[config.mk]
export PLATFORM = sky130hd
export DESIGN_NAME = network_sequencer
export DESIGN_NICKNAME = d
export VERILOG_FILES = /design/src/rtl/network_sequencer.sv
export SDC_FILE = /design/constraint.sdc
export NUM_CORES = 1
export LEC_CHECK = 0
export ABC_AREA = 1
export BUFFER_PORTS_ARGS = -buffer_cell sky130_fd_sc_hd__buf_2
export CORE_ASPECT_RATIO = 1.2
export CORE_MARGIN = 2
export CORE_UTILIZATION = 53
export CTS_BUF_LIST = sky130_fd_sc_hd__clkbuf_8
export DETAILED_ROUTE_END_ITERATION = 12
export GPL_ROUTABILITY_DRIVEN = 0
export PLACE_DENSITY_LB_ADDON = 0.2
export SLEW_MARGIN = 15
export SYNTH_ARGS = -nofsm -noshare
export SYNTH_HDL_FRONTEND = slang
export SYNTH_SLANG_ARGS = --single-unit
export TNS_END_PERCENT = 30
[constraint.sdc]
create_clock -name clk -period 2.7 [get_ports clk]
set_input_delay 0.135 -clock clk [delete_from_list [all_inputs] [get_ports clk]]
set_output_delay 0.135 -clock clk [all_outputs]
set_load 0.02 [all_outputs]
[src/rtl/network_sequencer.sv]
// rtl/network_sequencer.sv - sequences one stochastic network evaluation per request.
// Optional abort input enabled by defining NETSEQ_ABORT_EN.
module network_sequencer #(
  parameter int INPUT_SIZE   = 2,
  parameter int OUTPUT_SIZE  = 1,
  parameter int WINDOW       = 256,
  parameter int FLUSH_CYCLES = 4,
  parameter int CAPTURE_LAT  = 1
) (
  input  logic                      clk,
  input  logic                      rst,
`ifdef NETSEQ_ABORT_EN
  input  logic                      abort,
`endif
  input  logic                      req_valid,
  output logic                      req_ready,
  input  logic [INPUT_SIZE*32-1:0]  req_data,
  output logic [INPUT_SIZE*32-1:0]  net_input,
  output logic                      net_n_rst,
  output logic                      net_compute,
  input  logic [OUTPUT_SIZE*32-1:0] net_output,
  output logic                      rsp_valid,
  input  logic                      rsp_ready,
  output logic [OUTPUT_SIZE*32-1:0] rsp_data,
  output logic                      busy
);

  typedef enum logic [2:0] {
    S_IDLE,
    S_FLUSH,
    S_RUN,
    S_CAPTURE,
    S_WAIT,
    S_DONE
  } state_t;

  localparam logic [15:0] FLUSH_LAST = 16'(FLUSH_CYCLES - 1);
  localparam logic [15:0] RUN_LAST   = 16'(WINDOW - 1);
  localparam logic [15:0] WAIT_LAST  = 16'((CAPTURE_LAT > 0) ? CAPTURE_LAT - 1 : 0);
  localparam bit          HAS_WAIT   = (CAPTURE_LAT > 0);

  state_t                    state, state_nx;
  logic [15:0]               cnt, cnt_nx;
  logic [INPUT_SIZE*32-1:0]  input_q;
  logic [OUTPUT_SIZE*32-1:0] data_q;
  logic                      accept;
  logic                      sample;
  logic                      abort_hit;

`ifdef NETSEQ_ABORT_EN
  assign abort_hit = abort;
`else
  assign abort_hit = 1'b0;
`endif

  always_comb begin
    state_nx    = state;
    cnt_nx      = cnt;
    accept      = 1'b0;
    sample      = 1'b0;
    req_ready   = 1'b0;
    net_n_rst   = 1'b1;
    net_compute = 1'b0;
    rsp_valid   = 1'b0;
    case (state)
      S_IDLE: begin
        req_ready = 1'b1;
        net_n_rst = 1'b0;
        if (req_valid) begin
          accept   = 1'b1;
          cnt_nx   = 16'd0;
          state_nx = S_FLUSH;
        end
      end
      S_FLUSH: begin
        net_n_rst = 1'b0;
        if (cnt == FLUSH_LAST) begin
          cnt_nx   = 16'd0;
          state_nx = S_RUN;
        end else begin
          cnt_nx = cnt + 16'd1;
        end
      end
      S_RUN: begin
        if (cnt == RUN_LAST) begin
          cnt_nx   = 16'd0;
          state_nx = S_CAPTURE;
        end else begin
          cnt_nx = cnt + 16'd1;
        end
      end
      S_CAPTURE: begin
        net_compute = 1'b1;
        cnt_nx      = 16'd0;
        if (HAS_WAIT) begin
          state_nx = S_WAIT;
        end else begin
          sample   = 1'b1;
          state_nx = S_DONE;
        end
      end
      S_WAIT: begin
        // Outputs are valid on the last latency cycle, so sample as we leave.
        if (cnt == WAIT_LAST) begin
          sample   = 1'b1;
          cnt_nx   = 16'd0;
          state_nx = S_DONE;
        end else begin
          cnt_nx = cnt + 16'd1;
        end
      end
      S_DONE: begin
        rsp_valid = 1'b1;
        if (rsp_ready) begin
          state_nx = S_IDLE;
        end
      end
      default: begin
        state_nx = S_IDLE;
        cnt_nx   = 16'd0;
      end
    endcase

    // Abort wins over any phase-end transition taken above.
    if (abort_hit && (state == S_FLUSH || state == S_RUN ||
                      state == S_CAPTURE || state == S_WAIT)) begin
      state_nx = S_IDLE;
      cnt_nx   = 16'd0;
      sample   = 1'b0;
    end
  end

  always_ff @(posedge clk) begin
    if (rst) begin
      state   <= S_IDLE;
      cnt     <= 16'd0;
      input_q <= '0;
      data_q  <= '0;
    end else begin
      state <= state_nx;
      cnt   <= cnt_nx;
      if (accept) begin
        input_q <= req_data;
      end
      if (sample) begin
        data_q <= net_output;
      end
    end
  end

  assign net_input = input_q;
  assign rsp_data  = data_q;
  assign busy      = (state != S_IDLE);

endmodule

# Word-level counts from Yosys, hierarchy flattened
# Index checks and enable logic that the tools add are counted.
[totals]
input_bits = 100
elab_cells = 43
output_inout_bits = 101
register_bits = 115
[op_classes]
add_sub_neg = 1
eq_ne = 12
muxes = 19
bitwise_logic = 1
reduce_logical = 6
[ops]
columns = ["cell", "count"]
rows = [
  ["16-bit one-hot mux with 5 select lines", 1],
  ["16-bit 2-to-1 mux", 4],
  ["3-bit one-hot mux with 6 select lines", 1],
  ["16-bit by 1-bit adder with 16-bit output, second input constant", 1],
  ["16-bit by 2-bit == test with 1-bit output, second input constant", 1],
  ["16-bit by 8-bit == test with 1-bit output, second input constant", 1],
  ["16-bit logical NOT", 1],
  ["3-bit 2-to-1 mux", 5],
  ["2-bit != test, second input constant", 5],
  ["1-bit 2-to-1 mux", 8],
  ["3-bit by 2-bit == test with 1-bit output, second input constant", 2],
  ["3-bit == test, second input constant", 2],
  ["5-bit AND reduction", 1],
  ["3-bit by 1-bit == test with 1-bit output, second input constant", 1],
  ["3-bit logical NOT", 1],
  ["3-bit nonzero test", 1],
  ["2-bit AND reduction", 1],
  ["2-bit OR reduction", 1],
  ["1-bit inverter", 1],
]

# Depth between registers and ports, before layout
# Gate-level depths: netlist of the first run.
[depth]
word_depth = 3
mapped_depth = 11
ltp_nobuf = 11

# Worst setup path after synthesis of the first run
# No wires, ideal clock.
[synth_path]
kind = "register to register"
startpoint = "reg cnt[1]"
endpoint = "reg cnt[6]"
path_stages_with_launch = 11
required_ns = 2.591
setup_ns = 0.109
slack_ns = 1.242
n_path_buf = 0
period_less_slack_ns = 1.458
t_arrival_ns = 1.349
path_cell_list = "dfxtp_1 > ha_1 > nand3_1 > nor2_2 > nand2_1 > nand2_2 > nand3_2 > nor2_1 > nor2_1 > nand2_1 > inv_1"
[synth_between]
elab_chain_len = 3
elab_cells_between_ends = 8
cone_classes = "add/sub: 1; eq/ne: 2; mux: 4; reduce/logical: 1"
[synth_lines]
columns = ["element", "line", "text"]
rows = [
  ["start, declared", "43", "logic [15:0] cnt, cnt_nx;"],
  ["start signal, assigned", "141", "cnt <= cnt_nx;"],
  ["16-bit by 1-bit adder with 16-bit output, or another cell as far along", "81, 89, 109", ""],
  ["16-bit 2-to-1 mux, on equally long branches", "104, 77, 85", ""],
  ["16-bit one-hot mux with 5 select lines (*)", "65", "case (state)"],
]
# Every way passes the cells marked *; elsewhere a longest branch is shown, timed or not.
# A chain may end at the register's enable or synchronous reset.

# Final worst setup path of the first run
[layout_path]
startpoint = "reg state[1]"
endpoint = "out req_ready"
[layout_between]
elab_chain_len = 2
[layout_lines]
columns = ["element", "line", "text"]
rows = [
  ["start, declared", "42", "state_t state, state_nx;"],
  ["start signal, assigned", "140", "state <= state_nx;"],
  ["3-bit logical NOT", "65", ""],
  ["1-bit 2-to-1 mux", "65", ""],
  ["end, declared", "16", "output logic req_ready,"],
]
# Every way passes these cells.

==> flow_metrics.env, run 1 <==
export IMPL_outcome="completed"
export IMPL_timing_fmax_ghz=0.465
export IMPL_ys_warn_count=0
export IMPL_synth_fp_nets=714
export IMPL_seq_area_frac_synth=0.488
export IMPL_skew_ns=0.0120
export IMPL_final_nets=983
export IMPL_finish_utilization=0.811
export IMPL_die_width_um=90.1
export IMPL_post_synth_main_area_contributors="dfxtp_1 (49%), a21oi_1 (11%), nand2_1 (8.4%)"
export IMPL_vias=5260
export IMPL_path_cells="nor2_2 -> nand2_2 -> inv_4 -> buf_4 -> buf_2"
export IMPL_wl_met3_mm=1.01
export IMPL_syn_area_um2=4720
export IMPL_rsz0062_at_grt="no"
export IMPL_post_route_period_util=0.797
export IMPL_critPathRequiredTime_ns=2.57
export IMPL_syn_to_final_growth_pct=48.1
export IMPL_grt_pass1_vias=5266
export IMPL_routedWlPerCell_um=15.0
export IMPL_yosys_area_share_simple=0.237
export IMPL_synth_seq_cells=115
export IMPL_arrival_ns=2.02
export IMPL_synth_top_family_by_area="simple AND/OR/NAND/NOR gates"
export IMPL_finalHoldViolCount=0
export IMPL_slew_violations=0
export IMPL_routed_wl_mm=15.2
export IMPL_grt_ovfl_total=0
export IMPL_ys_types=33
export IMPL_route_detailed_drc=0
export IMPL_register_area_um2=2300
export IMPL_core_um2=8610
export IMPL_clk_pin_slew_ns=0.07
export IMPL_power_density_nw_per_um2=918
export IMPL_synth_xor_xnor_area_share=0.0149
export IMPL_drive_gt1_frac=0.291
export IMPL_synth_top_cell_area_share=0.488
export IMPL_nFillCells=527
export IMPL_ios=201
export IMPL_fin_cells=1012
export IMPL_vias_per_cell=5.20
export IMPL_dr_max_layer_used="met4"
export IMPL_holdWs_ns=0.0168
export IMPL_place_area_um2=5680
export IMPL_synth_adder_area_share=0.00530
export IMPL_netlist_instances=612
export IMPL_cts_tree="yes"
export IMPL_yosysTopAreaCell="dfxtp_1"
export IMPL_antenna_found_initial=0
export IMPL_worstSetupEndpointType="primary output"
export IMPL_multi_input_area_um2=1970
export IMPL_grt_util_all_layers=0.313
export IMPL_finalSetupViolations=0
export IMPL_fin_crit_ns=2.15
export IMPL_hpwl_mm=8.44
export IMPL_clk_latency_ns=0.42
export IMPL_met2_length_mm=7.82
export IMPL_setup_tns_ns=0
export IMPL_muxShareOfSynthArea=0
export IMPL_synth_common_cells="dfxtp_1 (115), nand2_1 (106), a21oi_1 (104)"
export IMPL_dr_pass1_iters=4
export IMPL_cts_root_buffer="clkbuf_8"
export IMPL_async_flop_share=0
export IMPL_place_inst=895
export IMPL_cpPeakStageDelay_ns=0.50
export IMPL_hp_class="in2reg"
export IMPL_p_leak_nw=3.21
export IMPL_die_y_um=107
export IMPL_postLayoutCellArea_um2=6990
export IMPL_relSlewSlack=0.314
export IMPL_wl_met1_mm=5.77
export IMPL_start_util=0.548
export IMPL_worst_pin_slew_ns=1.03
export IMPL_cap_violations=0
export IMPL_post_cts_buffers=0
export IMPL_synth_most_common_cell="dfxtp_1"
export IMPL_cts_sink_count=115
export IMPL_place_port_buffers=200
export IMPL_rows=37
export IMPL_synth_compound_area_frac=0.161
export IMPL_crit_type="reg2out"
export IMPL_cts_made_buffers=17
export IMPL_cpMaxStageDelayCell="buf_4"
export IMPL_cp_max_fo=65
export IMPL_syn_avg_cell_area_um2=7.71
export IMPL_synth_main_ff_cell="dfxtp_1"
export IMPL_grt_max_degree=72
export IMPL_grt_pass1_wl_mm=24.6
export IMPL_irDropWorstVdd_uv=630
export IMPL_die_area_um2=9680
export IMPL_cts_max_path_buffers=2
export IMPL_drtIter0Drc=283
export IMPL_drtAntennaViolNets=0
export IMPL_startpoint_type="flip-flop"
export IMPL_synth_edf_count=0
export IMPL_htree_levels=4
power by group:
group / internal [mW] / switching (mW) / leakage, nW
logic: 0.744 / 1.56 / 2.03
clock network: 1.12 / 0.709 / 0.234
registers: 2.06 / 0.217 / 0.938
layer usage:
layer | vias to the layer above | GRT usage
li1 | 2545 | -
met1 | 2406 | 0.336
met2 | 249 | 0.563
met3 | 60 | 0.0889
met4 | 0 | 0.157
met5 | - | 0
layout make-up:
| cell class | count | share of cell area |
|---|---|---|
| Timing Repair Buffer | 289 | 0.269 |
| Inverter | 60 | 0.0326 |
| Multi-Input combinational cell | 398 | 0.282 |
| Clock inverter | 14 | 0.0303 |
| Antenna cell | 1 | 0.000358 |
| Tap cell | 117 | 0.0210 |
| Sequential cell | 115 | 0.330 |
| Clock buffer | 18 | 0.0355 |
cell usage in the layout, fill, tap and decap left out, types with 4 or more instances in the layout:
cell type      instances
a21oi_1              104
buf_2                200
buf_4                  5
bufinv_16              5
clkbuf_8              18
dfxtp_1              115
dlygate4sd3_1         84
inv_1                 58
inv_2                  4
nand2_1              106
nand3_1               75
nand3_2                4
nor2_1                35
nor2_2                 7
o21ai_0               32
xor2_1                 5
kinds of logic after synthesis:
logic type / count (synthesis)
AO/OA/AOI/OAI: 146
buffers and inverters: 99
AND/OR/NAND/NOR: 242
flip-flops: 115
adder cells (fa/ha/maj): 2
XOR/XNOR: 8
repair_timing:
action,CTS,global route
hold buffers,84,0
gates resized for setup,0,0
hold endpoints to repair,84,0
worst paths after layout:
check | start | to | slack [ns] | cells past startpoint
setup / recovery | state[1] | req_ready | 0.55 | 5
hold / removal | net_output[26] | rsp_data[26] | 0.02 | 3
setup reg to reg | cnt[0] | rsp_data[14] | 0.70 | 8
hold reg to reg | rsp_data[7] | rsp_data[7] | 0.45 | 2
sequential cells by signal (all words and copies together) (netlist names):
register	flops
net_input	64
state	3
cnt	16
rsp_data	32
worst max-delay path, delay by kind of cell, from the launching register on:
kind,cells,cell delay (ns)
buf+inv,3,0.85
flops,1,0.40
simple gates,2,0.33
through the flow:
step	power, mW	setup WS [ns]
2_1_floorplan	3.90	1.24
3_3_place_gp	4.39	0.909
3_5_place_dp	4.45	0.779
4_1_cts	6.36	0.530
5_1_grt	6.73	0.420
6_report	6.41	0.549
Power figures use the tool's default switching activity.
==> inputs of run 2 (changes only) <==
--- a/config.mk
+++ b/config.mk
@@ -9,7 +9,7 @@
 export BUFFER_PORTS_ARGS = -buffer_cell sky130_fd_sc_hd__buf_2
 export CORE_ASPECT_RATIO = 1.2
 export CORE_MARGIN = 2
-export CORE_UTILIZATION = 53
+export CORE_UTILIZATION = 49
 export CTS_BUF_LIST = sky130_fd_sc_hd__clkbuf_8
 export DETAILED_ROUTE_END_ITERATION = 12
 export GPL_ROUTABILITY_DRIVEN = 0
==> constraint.sdc (replaced) <==
create_clock -name clk -period 2 [get_ports clk]
set_input_delay 0.1 -clock clk [delete_from_list [all_inputs] [get_ports clk]]
set_output_delay 0.1 -clock clk [all_outputs]
set_load 0.02 [all_outputs]
==> run 2 against run 1 <==
  * First-iteration DRC count increased by 7.1%
  * Die area increased by 7.8%
  * Register-to-register slack lost 0.41 ns
  * Clock skew shrank 0.0024 ns
  * Critical path depth did not move
  * Critical path type unchanged
  * Critical endpoint unchanged
  * Largest cell class unchanged
==> flow_metrics.env, run 2 (synthesis results as in run 1) <==
export IMPL_core_um2=9470
export IMPL_startpoint_type="flip-flop"
export IMPL_reg2reg_from="cnt[1]"
export IMPL_largest_reg_flops=64
export IMPL_grt_ovfl_total=0
export IMPL_antenna_found_initial=0
export IMPL_place_port_buffers=200
export IMPL_grt_pass1_wl_mm=23.5
export IMPL_total_power_mw=8.67
export IMPL_arrival_ns=1.71
export IMPL_dr_pass1_iters=5
export IMPL_die_y_um=111
export IMPL_die_width_um=93.6
export IMPL_die_area_um2=10400
export IMPL_p_leak_nw=3.28
export IMPL_routed_wl_mm=14.8
export IMPL_finalHoldViolCount=0
export IMPL_outcome="completed"
export IMPL_route_detailed_drc=0
export IMPL_routedWlPerCell_um=14.3
export IMPL_nFillCells=660
export IMPL_cap_violations=0
export IMPL_cts_sink_count=115
export IMPL_slew_violations=0
export IMPL_worstSetupEndpointType="primary output"
export IMPL_relSlewSlack=0.560
export IMPL_syn_to_final_growth_pct=51.4
export IMPL_clk_pin_slew_ns=0.07
export IMPL_timing_fmax_ghz=0.553
export IMPL_worst_pin_slew_ns=0.660
export IMPL_holdWs_ns=0.165
export IMPL_met2_length_mm=7.51
export IMPL_post_route_period_util=0.903
export IMPL_wl_met1_mm=5.57
export IMPL_final_setup_worst_slack_ns=0.193
export IMPL_drive_gt1_frac=0.288
export IMPL_cpPeakStageDelay_ns=0.40
export IMPL_fin_cells=1029
export IMPL_finalSetupViolations=0
export IMPL_crit_type="reg2out"
export IMPL_cts_made_buffers=17
export IMPL_cp_startpoint="state[1]"
export IMPL_place_inst=902
export IMPL_path_cells="nor2_2 -> nand2_2 -> inv_4 -> buf_12 -> buf_2"
export IMPL_postLayoutCellArea_um2=7140
export IMPL_dr_max_layer_used="met4"
export IMPL_start_util=0.498
export IMPL_wl_met3_mm=1.09
export IMPL_cts_root_buffer="clkbuf_8"
export IMPL_rows=39
export IMPL_cp_top_family="buffers and inverters"
export IMPL_vias=5199
export IMPL_antenna_cells=0
export IMPL_fin_crit_ns=1.81
export IMPL_post_cts_buffers=0
export IMPL_drtAntennaViolNets=0
export IMPL_clk_latency_ns=0.42
export IMPL_final_nets=996
export IMPL_finish_utilization=0.755
export IMPL_place_area_um2=5720
export IMPL_cts_tree="yes"
export IMPL_hp_class="in2reg"
export IMPL_place_ws_ns=0.359
export IMPL_hpwl_mm=8.20
export IMPL_final_common_cell="buf_2"
export IMPL_vias_per_cell=5.05
export IMPL_cts_max_path_buffers=2
export IMPL_ios=201
export IMPL_final_cell_mix="buf_2 (200), dfxtp_1 (115), nand2_1 (106)"
export IMPL_power_density_nw_per_um2=1210
export IMPL_ctsHoldBuffers=96
export IMPL_critPathRequiredTime_ns=1.90
export IMPL_grt_max_degree=66
export IMPL_hold_start="rsp_ready"
export IMPL_htree_levels=4
export IMPL_skew_ns=0.00960
export IMPL_cts_resized=0
export IMPL_setup_tns_ns=0
export IMPL_cp_max_fo=65
export IMPL_drtIter0Drc=303
export IMPL_rsz0062_at_grt="no"
export IMPL_cpMaxStageDelayCell="dfxtp_1"
export IMPL_grt_pass1_vias=5107
export IMPL_cp_num_buf_inv=3
export IMPL_grt_util_all_layers=0.283
export IMPL_irDropWorstVdd_uv=798
==> run 2: final timing paths <==
path                 endpoint  slack, ns  cells past startpoint
setup / recovery    req_ready       0.19                      5
hold / removal       state[1]       0.17                      5
setup reg to reg       cnt[6]       0.29                     10
hold reg to reg   rsp_data[3]       0.45                      2
==> run 2: area by class of cell <==
cell class | instances | area, um^2 | area share
flip-flops and latches | 115 | 2300 | 0.322
repair buffers | 302 | 2030 | 0.284
multi-input cells | 398 | 1970 | 0.276
clock buffers | 20 | 275 | 0.0385
inverters | 60 | 228 | 0.0319
clock inverters | 11 | 184 | 0.0257
well taps | 123 | 154 | 0.0215
==> run 2: power breakdown <==
| part | switching, mW | internal (mW) |
|---|---|---|
| Sequential | 0.292 | 2.79 |
| Combinational | 2.08 | 1.06 |
| Clock | 0.889 | 1.56 |
| Total | 3.26 | 5.41 |
==> run 2: routing by layer <==
metal | global-route usage | up-vias
li1 | - | 2570
met3 | 0.0907 | 56
met2 | 0.486 | 222
met4 | 0.157 | 0
met1 | 0.303 | 2351
met5 | 0 | -
==> run 2: worst reg2reg max path: cells and delay by family, from the launching register on <==
family / cells / cell delay, ns
adders and majority gates: 1 / 0.22
DFF: 1 / 0.37
and+or+nand+nor: 8 / 0.99
buffers and inverters: 1 / 0.03
